===== config.mk =====
export PLATFORM = sky130hd
export DESIGN_NAME = pipe_hazard_ctrl
export DESIGN_NICKNAME = d
export VERILOG_FILES = /design/src/rtl/pipe_hazard_ctrl.sv
export SDC_FILE = /design/constraint.sdc
export NUM_CORES = 1
export LEC_CHECK = 0
export ABC_AREA = 1
export BUFFER_PORTS_ARGS = -buffer_cell sky130_fd_sc_hd__buf_2
export CAP_MARGIN = 30
export CORE_MARGIN = 4
export CORE_UTILIZATION = 55
export CTS_CLUSTER_DIAMETER = 50
export DETAILED_ROUTE_END_ITERATION = 8
export GPL_TIMING_DRIVEN = 0
export MAX_ROUTING_LAYER = met4
export PLACE_DENSITY = 0.79
export SKIP_LAST_GASP = 1
export SLEW_MARGIN = 10
export SYNTH_ARGS = -nofsm -noshare
export SYNTH_HDL_FRONTEND = slang
export SYNTH_SLANG_ARGS = --single-unit

===== constraint.sdc =====
create_clock -name clk -period 3.1 [get_ports clk]
set_input_delay 0.155 -clock clk [delete_from_list [all_inputs] [get_ports clk]]
set_output_delay 0.155 -clock clk [all_outputs]
set_load 0.02 [all_outputs]

===== src/rtl/pipe_hazard_ctrl.sv =====
// Pipeline control for the 5-stage RV32 core.
// The block tracks EX/MEM/WB in a small shadow pipeline. From that state it
// drives the datapath register enables and bubbles, the EX forwarding muxes
// and the stall/flush performance counters.
module pipe_hazard_ctrl #(
    parameter int unsigned RF_ADDRESS = 5,
    parameter int unsigned MC_LAT     = 4,
    parameter int unsigned CNT_W      = 16
) (
    input  logic                  clk,
    input  logic                  reset,
    input  logic                  id_valid,
    input  logic [RF_ADDRESS-1:0] id_rs1,
    input  logic [RF_ADDRESS-1:0] id_rs2,
    input  logic                  id_use_rs1,
    input  logic                  id_use_rs2,
    input  logic [RF_ADDRESS-1:0] id_rd,
    input  logic                  id_regwrite,
    input  logic                  id_memread,
    input  logic                  id_memwrite,
    input  logic                  id_multicycle,
    input  logic                  ex_redirect,
    input  logic                  dmem_ready,
    output logic                  pc_en,
    output logic                  if_id_en,
    output logic                  id_ex_en,
    output logic                  ex_mem_en,
    output logic                  mem_wb_en,
    output logic                  if_id_flush,
    output logic                  id_ex_bubble,
    output logic                  ex_mem_bubble,
    output logic                  mem_wb_bubble,
    output logic [1:0]            fwd_a_sel,
    output logic [1:0]            fwd_b_sel,
    output logic [CNT_W-1:0]      stall_cnt,
    output logic [CNT_W-1:0]      flush_cnt
);

    localparam int unsigned McW = $clog2(MC_LAT) + 1;
    localparam logic [McW-1:0] McLoad = McW'(MC_LAT - 1);

    typedef struct packed {
        logic                  valid;
        logic [RF_ADDRESS-1:0] rd;
        logic                  regwrite;
        logic                  memread;
        logic                  memop;
    } stage_t;

    stage_t                ex_q, ex_d, mem_q, mem_d;
    logic [RF_ADDRESS-1:0] ex_rs1_q, ex_rs1_d, ex_rs2_q, ex_rs2_d;
    // WB only ever feeds the forwarding compare, so memory bits are not kept.
    logic                  wb_valid_q, wb_valid_d, wb_regwrite_q, wb_regwrite_d;
    logic [RF_ADDRESS-1:0] wb_rd_q, wb_rd_d;
    logic [McW-1:0]        mc_cnt_q, mc_cnt_d;
    logic [CNT_W-1:0]      stall_cnt_q, stall_cnt_d, flush_cnt_q, flush_cnt_d;

    logic mem_stall, mc_busy, load_use, redirect_apply;
    logic mem_fwd_ok, wb_fwd_ok;

    assign mem_stall = mem_q.valid & mem_q.memop & ~dmem_ready;
    assign mc_busy   = (mc_cnt_q != '0);
    assign load_use  = ex_q.valid & ex_q.memread & (ex_q.rd != '0) & id_valid &
                       ((id_use_rs1 & (id_rs1 == ex_q.rd)) |
                        (id_use_rs2 & (id_rs2 == ex_q.rd)));

    // Prioritised hazard resolution into register enables and bubbles.
    always_comb begin
        pc_en          = 1'b1;
        if_id_en       = 1'b1;
        id_ex_en       = 1'b1;
        ex_mem_en      = 1'b1;
        mem_wb_en      = 1'b1;
        if_id_flush    = 1'b0;
        id_ex_bubble   = 1'b0;
        ex_mem_bubble  = 1'b0;
        mem_wb_bubble  = 1'b0;
        redirect_apply = 1'b0;
        if (!reset) begin
            pc_en         = 1'b0;
            if_id_en      = 1'b0;
            id_ex_en      = 1'b0;
            ex_mem_en     = 1'b0;
            mem_wb_en     = 1'b0;
            if_id_flush   = 1'b1;
            id_ex_bubble  = 1'b1;
            ex_mem_bubble = 1'b1;
            mem_wb_bubble = 1'b1;
        end else if (mem_stall) begin
            pc_en         = 1'b0;
            if_id_en      = 1'b0;
            id_ex_en      = 1'b0;
            ex_mem_en     = 1'b0;
            mem_wb_bubble = 1'b1;
        end else if (mc_busy) begin
            pc_en         = 1'b0;
            if_id_en      = 1'b0;
            id_ex_en      = 1'b0;
            ex_mem_bubble = 1'b1;
        end else if (ex_redirect) begin
            // Redirect only lands in a cycle where EX moves on.
            if_id_flush    = 1'b1;
            id_ex_bubble   = 1'b1;
            redirect_apply = 1'b1;
        end else if (load_use) begin
            pc_en        = 1'b0;
            if_id_en     = 1'b0;
            id_ex_bubble = 1'b1;
        end
    end

    // Shadow pipeline follows exactly the enables/bubbles sent to the datapath.
    always_comb begin
        ex_d          = ex_q;
        ex_rs1_d      = ex_rs1_q;
        ex_rs2_d      = ex_rs2_q;
        mem_d         = mem_q;
        wb_valid_d    = wb_valid_q;
        wb_rd_d       = wb_rd_q;
        wb_regwrite_d = wb_regwrite_q;
        if (id_ex_en) begin
            if (id_ex_bubble) begin
                ex_d     = '0;
                ex_rs1_d = '0;
                ex_rs2_d = '0;
            end else begin
                ex_d.valid    = id_valid;
                ex_d.rd       = id_rd;
                ex_d.regwrite = id_regwrite;
                ex_d.memread  = id_memread;
                ex_d.memop    = id_memread | id_memwrite;
                ex_rs1_d      = id_rs1;
                ex_rs2_d      = id_rs2;
            end
        end
        if (ex_mem_en) begin
            mem_d = ex_mem_bubble ? '0 : ex_q;
        end
        if (mem_wb_en) begin
            wb_valid_d    = mem_wb_bubble ? 1'b0 : mem_q.valid;
            wb_rd_d       = mem_wb_bubble ? '0 : mem_q.rd;
            wb_regwrite_d = mem_wb_bubble ? 1'b0 : mem_q.regwrite;
        end
    end

    // Multi-cycle countdown; loads only when a real instruction enters EX.
    always_comb begin
        mc_cnt_d = mc_cnt_q;
        if (mc_busy) begin
            if (!mem_stall) begin
                mc_cnt_d = mc_cnt_q - McW'(1);
            end
        end else if (id_ex_en && !id_ex_bubble && id_valid && id_multicycle) begin
            mc_cnt_d = McLoad;
        end
    end

    // Saturating performance counters.
    always_comb begin
        stall_cnt_d = stall_cnt_q;
        flush_cnt_d = flush_cnt_q;
        if (reset && !pc_en && (stall_cnt_q != '1)) begin
            stall_cnt_d = stall_cnt_q + CNT_W'(1);
        end
        if (redirect_apply && (flush_cnt_q != '1)) begin
            flush_cnt_d = flush_cnt_q + CNT_W'(1);
        end
    end

    // State registers with synchronous active-low reset.
    always_ff @(posedge clk) begin
        if (!reset) begin
            ex_q          <= '0;
            ex_rs1_q      <= '0;
            ex_rs2_q      <= '0;
            mem_q         <= '0;
            wb_valid_q    <= 1'b0;
            wb_rd_q       <= '0;
            wb_regwrite_q <= 1'b0;
            mc_cnt_q      <= '0;
            stall_cnt_q   <= '0;
            flush_cnt_q   <= '0;
        end else begin
            ex_q          <= ex_d;
            ex_rs1_q      <= ex_rs1_d;
            ex_rs2_q      <= ex_rs2_d;
            mem_q         <= mem_d;
            wb_valid_q    <= wb_valid_d;
            wb_rd_q       <= wb_rd_d;
            wb_regwrite_q <= wb_regwrite_d;
            mc_cnt_q      <= mc_cnt_d;
            stall_cnt_q   <= stall_cnt_d;
            flush_cnt_q   <= flush_cnt_d;
        end
    end

    // Loads in MEM have no data yet, so MEM forwards only ALU results.
    assign mem_fwd_ok = mem_q.valid & mem_q.regwrite & ~mem_q.memread & (mem_q.rd != '0);
    assign wb_fwd_ok  = wb_valid_q & wb_regwrite_q & (wb_rd_q != '0);

    // Operand forwarding select, MEM before WB.
    always_comb begin
        fwd_a_sel = 2'b00;
        fwd_b_sel = 2'b00;
        if (reset) begin
            if (mem_fwd_ok && (mem_q.rd == ex_rs1_q)) begin
                fwd_a_sel = 2'b10;
            end else if (wb_fwd_ok && (wb_rd_q == ex_rs1_q)) begin
                fwd_a_sel = 2'b01;
            end
            if (mem_fwd_ok && (mem_q.rd == ex_rs2_q)) begin
                fwd_b_sel = 2'b10;
            end else if (wb_fwd_ok && (wb_rd_q == ex_rs2_q)) begin
                fwd_b_sel = 2'b01;
            end
        end
    end

    assign stall_cnt = stall_cnt_q;
    assign flush_cnt = flush_cnt_q;

endmodule


==> impl_metrics.json, run 1 <==
{
  "areaGrowthSynthToFinish_pct": 17.02,
  "post-route-period-util": 0.6940,
  "die_w_um": 91.12,
  "synthFlopType": "dfxtp_1",
  "clockRootBuffer": "clkbuf_8",
  "drt_iter0_drc": 117,
  "start_util": 0.5624,
  "clk_latency_ns": 0.34,
  "cts_resized": 0,
  "drcViolationCount": 0,
  "grt_max_degree": 12,
  "numCtsBuffers": 9,
  "timing.fmax_ghz": 0.4648,
  "ys_seq_area_frac": 0.3688,
  "die_y_um": 91.12,
  "synth_top_cell_area_share": 0.3688,
  "cts_setup_buffers": 0,
  "dpl.cell_count": 692,
  "drive_gt1_frac": 0.1959,
  "clockBufferDepth": 2,
  "synth_area_leaders": "dfxtp_1, nand2_1, a21oi_1",
  "routabilityCongestion": 0.9479,
  "dieArea_mm2": 0.008303,
  "ys_ff_latch": 70,
  "postRouteAntennaNets": 0,
  "layout.cells.non_filler": 708,
  "drv.max_cap_violation_count": 0,
  "antenna_cells": 0,
  "num_vias": 3726,
  "syn_avg_cell_area_um2": 6.998,
  "finalNetCount": 653,
  "crit_required_ns": 2.94,
  "firstDrtPassIters": 4,
  "worstMarginPinSlew_ns": 0.6864,
  "crit_type": "reg -> out",
  "critical_path_arrival_ns": 2.00,
  "pin_count": 71,
  "dpl.hpwl_um": 7295,
  "hold_viol": 0,
  "run_status": "completed",
  "core-area_mm2": 0.006756,
  "syn_area_mm2": 0.003800,
  "ir_drop_v": 0.0003366,
  "holdBufCountCts": 0,
  "syn_nets": 573,
  "synth_warnings": 0,
  "yosysTopAreaCell": "dfxtp_1",
  "cts_tree": "built",
  "setup-tns-final_ns": 0,
  "setup_ws_ns": 0.9485,
  "synth.distinct_cells": 40,
  "grt_setup_unrepaired": "no",
  "grt_pass1_vias": 3509,
  "post-place-ws_ns": 1.209,
  "maxSlewViolCount": 0,
  "async_flop_share": 0,
  "routedWlPerCell_um": 13.26,
  "period_needed_ns": 2.152,
  "portBuffers": 69,
  "htreeDepth": 3,
  "cts.sinks": 70,
  "drt-total-wl_um": 9389,
  "holdCritPathClass": "in -> reg",
  "grt_pass1_wl_um": 15570,
  "syn_inst": 543,
  "end_kind": "primary output",
  "rows": 30,
  "synth-edff-count": 0,
  "worst_clock_skew_ns": 0.006153,
  "clk_pin_slew_ns": 0.07,
  "track_usage": 0.2350,
  "setup_violations": 0,
  "viasPerCell": 5.263,
  "p_per_area_mw_per_mm2": 566.8,
  "relSlewSlack": 0.5366,
  "overflow": 0,
  "start_kind": "flip-flop",
  "antenna_found_initial": 0,
  "p_leak_uw": 0.001943,
  "path_max_fanout": 5
}
[per-layer routing]
| metal | up-vias | global-route usage | share of wire | routed length (um) |
|---|---|---|---|---|
| met5 | - | - | 0 | 0 |
| met4 | 0 | 0.08794 | 0.011 | 106 |
| met3 | 12 | 0.03977 | 0.059 | 553 |
| met2 | 117 | 0.3899 | 0.49 | 4562 |
| met1 | 1692 | 0.2865 | 0.44 | 4166 |
| li1 | 1905 | - | - | - |
[critical path, cell delays in order (launching register included)]
cell and delay (ns):
dfxtp_1 0.32, inv_1 0.13, nand3_1 0.10, o311ai_0 0.59, nor4_1 0.17, nor3_1 0.16
buf_2 0.19
[placed cells by master (no fill, tap or decap), drive strengths merged]
master / n
nand2: 148
buf: 79
dfxtp: 70
inv: 66
nor2: 62
a21oi: 48
nand3: 35
xor2: 19
o21ai: 19
clkbuf: 19
nor3: 18
xnor2: 11
o32ai: 5
nor4: 4
nand4: 4
ha: 4
or2: 3
clkinv: 3
and3: 2
nor3b: 2
a32o: 2
o21bai: 1
a221oi: 1
o311ai: 1
clkinvlp: 1
bufinv: 1
[cells in the mapped netlist (4+ instances only)]
cell	n
clkbuf_1	6
ha_1	4
dfxtp_1	70
inv_2	7
o21ai_0	14
xnor2_1	11
buf_6	4
inv_1	59
a21oi_1	46
nor2_1	55
o21ai_1	5
nand4_1	4
nand3_1	33
xor2_1	19
nor4_1	4
o32ai_1	5
nand2_1	144
nor3_1	16
[cells by family after synthesis]
kind of cell | share of synthesized area
and+or+nand+nor | 0.3372
buffers and inverters | 0.09614
AOI/OAI and AO/OA | 0.1156
DFF | 0.3688
xor gates and xnor gates | 0.06915
adders and majority gates | 0.01317
[final cells by class]
cell class / instances / area [um^2]
Fill cell: 610 / 2310
Multi-Input combinational cell: 389 / 2033
Sequential cell: 70 / 1401
Timing Repair Buffer: 69 / 345.3
Inverter: 68 / 260.3
Clock buffer: 13 / 158.9
Buffer: 16 / 105.1
Tap cell: 80 / 100.1
Clock inverter: 3 / 42.54
[metrics by stage]
stage                     power (uW)  hold slack (ns)  cell area [um^2]    util
after global placement          1767           0.4071              4245  0.6283
after detailed placement        1790           0.4188              4245  0.6283
after global routing            2665          0.06550              4447  0.6581
final                           2520          0.06611              4447  0.6581
after CTS                       2535          0.05516              4447  0.6581
after floorplan                 1595           0.2977              3800       -
[state kept, by name, summed over array words and instances, names as in the netlist]
signal and flops:
ex_rs2_q 5, wb_valid_q 1, stall_cnt 16, mc_cnt_q 3, ex_rs1_q 5, mem_q 9, wb_rd_q 5, wb_regwrite_q 1
ex_q 9, flush_cnt 16
[final timing paths]
kind	start	endpoint	slack, ns	cells past startpoint
worst min-delay path	id_rd[4]	ex_q[7]	0.07	3
worst max register to register	stall_cnt[0]	stall_cnt[7]	1.17	11
worst min register to register	mem_q[2]	wb_regwrite_q	0.47	2
worst max-delay path	mem_q[6]	fwd_a_sel[0]	0.95	6
[report_power, final]
group | internal (uW) | leakage, uW | switching [uW]
registers | 964 | 0.000566 | 67.7
clock network | 415 | 0.0000996 | 335
logic | 265 | 0.00128 | 473
(Power assumes the default switching activity.)
==> inputs of run 2 (changes only) <==
--- a/config.mk
+++ b/config.mk
@@ -9,12 +9,12 @@
 export BUFFER_PORTS_ARGS = -buffer_cell sky130_fd_sc_hd__buf_2
 export CAP_MARGIN = 30
 export CORE_MARGIN = 4
-export CORE_UTILIZATION = 55
+export CORE_UTILIZATION = 50
 export CTS_CLUSTER_DIAMETER = 50
 export DETAILED_ROUTE_END_ITERATION = 8
 export GPL_TIMING_DRIVEN = 0
 export MAX_ROUTING_LAYER = met4
-export PLACE_DENSITY = 0.79
+export PLACE_DENSITY = 0.76
 export SKIP_LAST_GASP = 1
 export SLEW_MARGIN = 10
 export SYNTH_ARGS = -nofsm -noshare
==> constraint.sdc (replaced) <==
create_clock -name clk -period 1.8 [get_ports clk]
set_input_delay 0.09 -clock clk [delete_from_list [all_inputs] [get_ports clk]]
set_output_delay 0.09 -clock clk [all_outputs]
set_load 0.02 [all_outputs]
==> run 2 against run 1 <==
Cell count increased by 7.6%. First-iteration DRC count increased by 110%. Highest routed layer unchanged. Critical endpoint is now pc_en. Sequential share of layout area decreased by 3.1 points. Global-route usage increased by 0.98 points. Total power increased by 95%. Combinational power increased to 2.5 times the previous value. Non-clock buffer count increased by 35.
==> impl_metrics.json, run 2 (same netlist as run 1, synthesis figures left out) <==
{
  "run_status": "completed",
  "firstDrtPassIters": 5,
  "cts_tree": "built",
  "numCtsBuffers": 9,
  "rows": 31,
  "pwr-share-comb": 0.376,
  "path_max_fanout": 4,
  "setup_violations": 0,
  "grt_pass1_wl_um": 16820,
  "htreeDepth": 3,
  "layout_common_cells": "nand2_1, buf_2, nor2_1, inv_1, dfxtp_1",
  "top_usage_layer": "met2",
  "drt-total-wl_um": 10970,
  "hold_viol": 0,
  "p_clk_frac": 0.257,
  "cpPeakStageDelay_ns": 0.38,
  "worstMarginPinSlew_ns": 0.6403,
  "timing.fmax_ghz": 0.5559,
  "seqPwrFrac": 0.367,
  "fin_util": 0.6962,
  "drt_iter0_drc": 247,
  "critical_path_arrival_ns": 1.71,
  "pin_count": 71,
  "crit_path_cell_trace": "inv_4 -> nand2_1 -> nand2_1 -> nor2_1 -> nand3_1 -> nand2_2 -> nand2_4 -> o21ai_4 -> inv_2 -> buf_6 -> buf_6",
  "grt_max_degree": 12,
  "p_leak_uw": 0.002221,
  "ir_drop_v": 0.0005214,
  "fin_area_mm2": 0.005104,
  "routedWlPerCell_um": 14.39,
  "slowest_stage": "dfxtp_4",
  "track_usage": 0.2448,
  "portBuffers": 69,
  "finalNetCount": 688,
  "critPathBufInv": 4,
  "post-route-period-util": 0.9994,
  "die_w_um": 95.18,
  "viasPerCell": 5.252,
  "overflow": 0,
  "drive_gt1_frac": 0.3233,
  "worst_clock_skew_ns": 0.005573,
  "switchingPower_uw": 1766,
  "start_util": 0.5183,
  "holdCritPathClass": "in -> reg",
  "die_y_um": 95.18,
  "postRouteAntennaNets": 0,
  "cts.sinks": 70,
  "drv.max_cap_violation_count": 0,
  "dieArea_mm2": 0.009058,
  "num_vias": 4002,
  "routabilityCongestion": 0.9119,
  "setup-tns-final_ns": 0,
  "grt_util_met2": 0.4000,
  "dpl.hpwl_um": 7562,
  "clockBufferDepth": 2,
  "start_kind": "flip-flop",
  "grt_pass1_vias": 3718,
  "period_needed_ns": 1.799,
  "met1_usage": 0.3027,
  "p_per_area_mw_per_mm2": 964.6,
  "grt_setup_unrepaired": "yes",
  "power.internal_uw": 3158,
  "end_kind": "primary output",
  "crit_type": "reg -> out",
  "core-area_mm2": 0.007331,
  "clk_pin_slew_ns": 0.07,
  "antenna_found_initial": 1,
  "design_power_total_uw": 4923,
  "drcViolationCount": 0,
  "maxSlewViolCount": 0,
  "clk_latency_ns": 0.35,
  "clockRootBuffer": "clkbuf_8",
  "path_delay_family": "simple AND/OR/NAND/NOR gates",
  "placed_area_mm2": 0.004269,
  "layout_commonest_cell": "nand2_1",
  "switching_share": 0.3586,
  "grt.met3_usage": 0.04025,
  "areaGrowthSynthToFinish_pct": 34.31,
  "crit_required_ns": 1.71,
  "relSlewSlack": 0.5731
}
## run 2: cell count changes in the layout (fill, tap and decap cells not counted), moves of 7 or more
| cell | before | now |
|---|---|---|
| inv_1 | 59 | 51 |
| dfxtp_1 | 70 | 49 |
| dfxtp_2 | 0 | 13 |
| buf_6 | 4 | 11 |
| dfxtp_4 | 0 | 8 |
| inv_4 | 0 | 7 |
| buf_4 | 3 | 28 |
## run 2: power by group through the flow
stage | logic [uW] | clock network [uW] | registers [uW]
after floorplan | 936 | 0 | 1810
after global placement | 1250 | 0 | 1800
after detailed placement | 1280 | 0 | 1810
after CTS | 1610 | 1270 | 1790
after global routing | 2010 | 1340 | 1820
final | 1850 | 1260 | 1810
## run 2: cell type report
type / count / area [um^2]
multi-input combinational: 389 / 2252
fill: 570 / 2227
sequential: 70 / 1448
timing repair buffer: 104 / 685.7
inverter: 68 / 285.3
clock buffer: 11 / 141.4
tap: 99 / 123.9
buffer: 16 / 117.6
clock inverter: 4 / 47.55
antenna: 1 / 2.502
## run 2: metrics by stage
step                      worst slack, ns  hold WS, ns  std cells
after floorplan                   0.03710       0.2327        543
after global placement           -0.04266       0.3431        711
after detailed placement          -0.1035       0.3438        711
after CTS                        -0.04281     0.001524        748
after global routing              -0.1038      0.02318        762
final                            0.001036      0.01236        762
## run 2: tightest hold or removal path: stages
cell     delay (ns)
buf_2          0.11
nand2_1        0.07
a21oi_1        0.05
## run 2: final timing paths
kind	to	slack, ns	cells after the start	start
worst max-delay path	pc_en	0.001	11	ex_q[7]
worst min-delay path	ex_rs1_q[2]	0.01	3	id_rs1[2]
worst max register to register	stall_cnt[5]	0.01	13	ex_q[7]
worst min register to register	ex_q[2]	0.47	2	ex_q[2]
## run 2: timing repair
item,4_1_cts,5_1_grt
hold endpoints to repair,6,0
cloned,1,1
hold buffers,6,0
endpoints found under the setup margin,22,41
pin swaps,12,26
resized for setup,36,81
setup buffers,15,13
## run 2: metal layers
layer	routed length, um	share of wire
met1	4669	0.43
met2	5361	0.49
met3	632	0.058
met4	303	0.028
met5	0	0
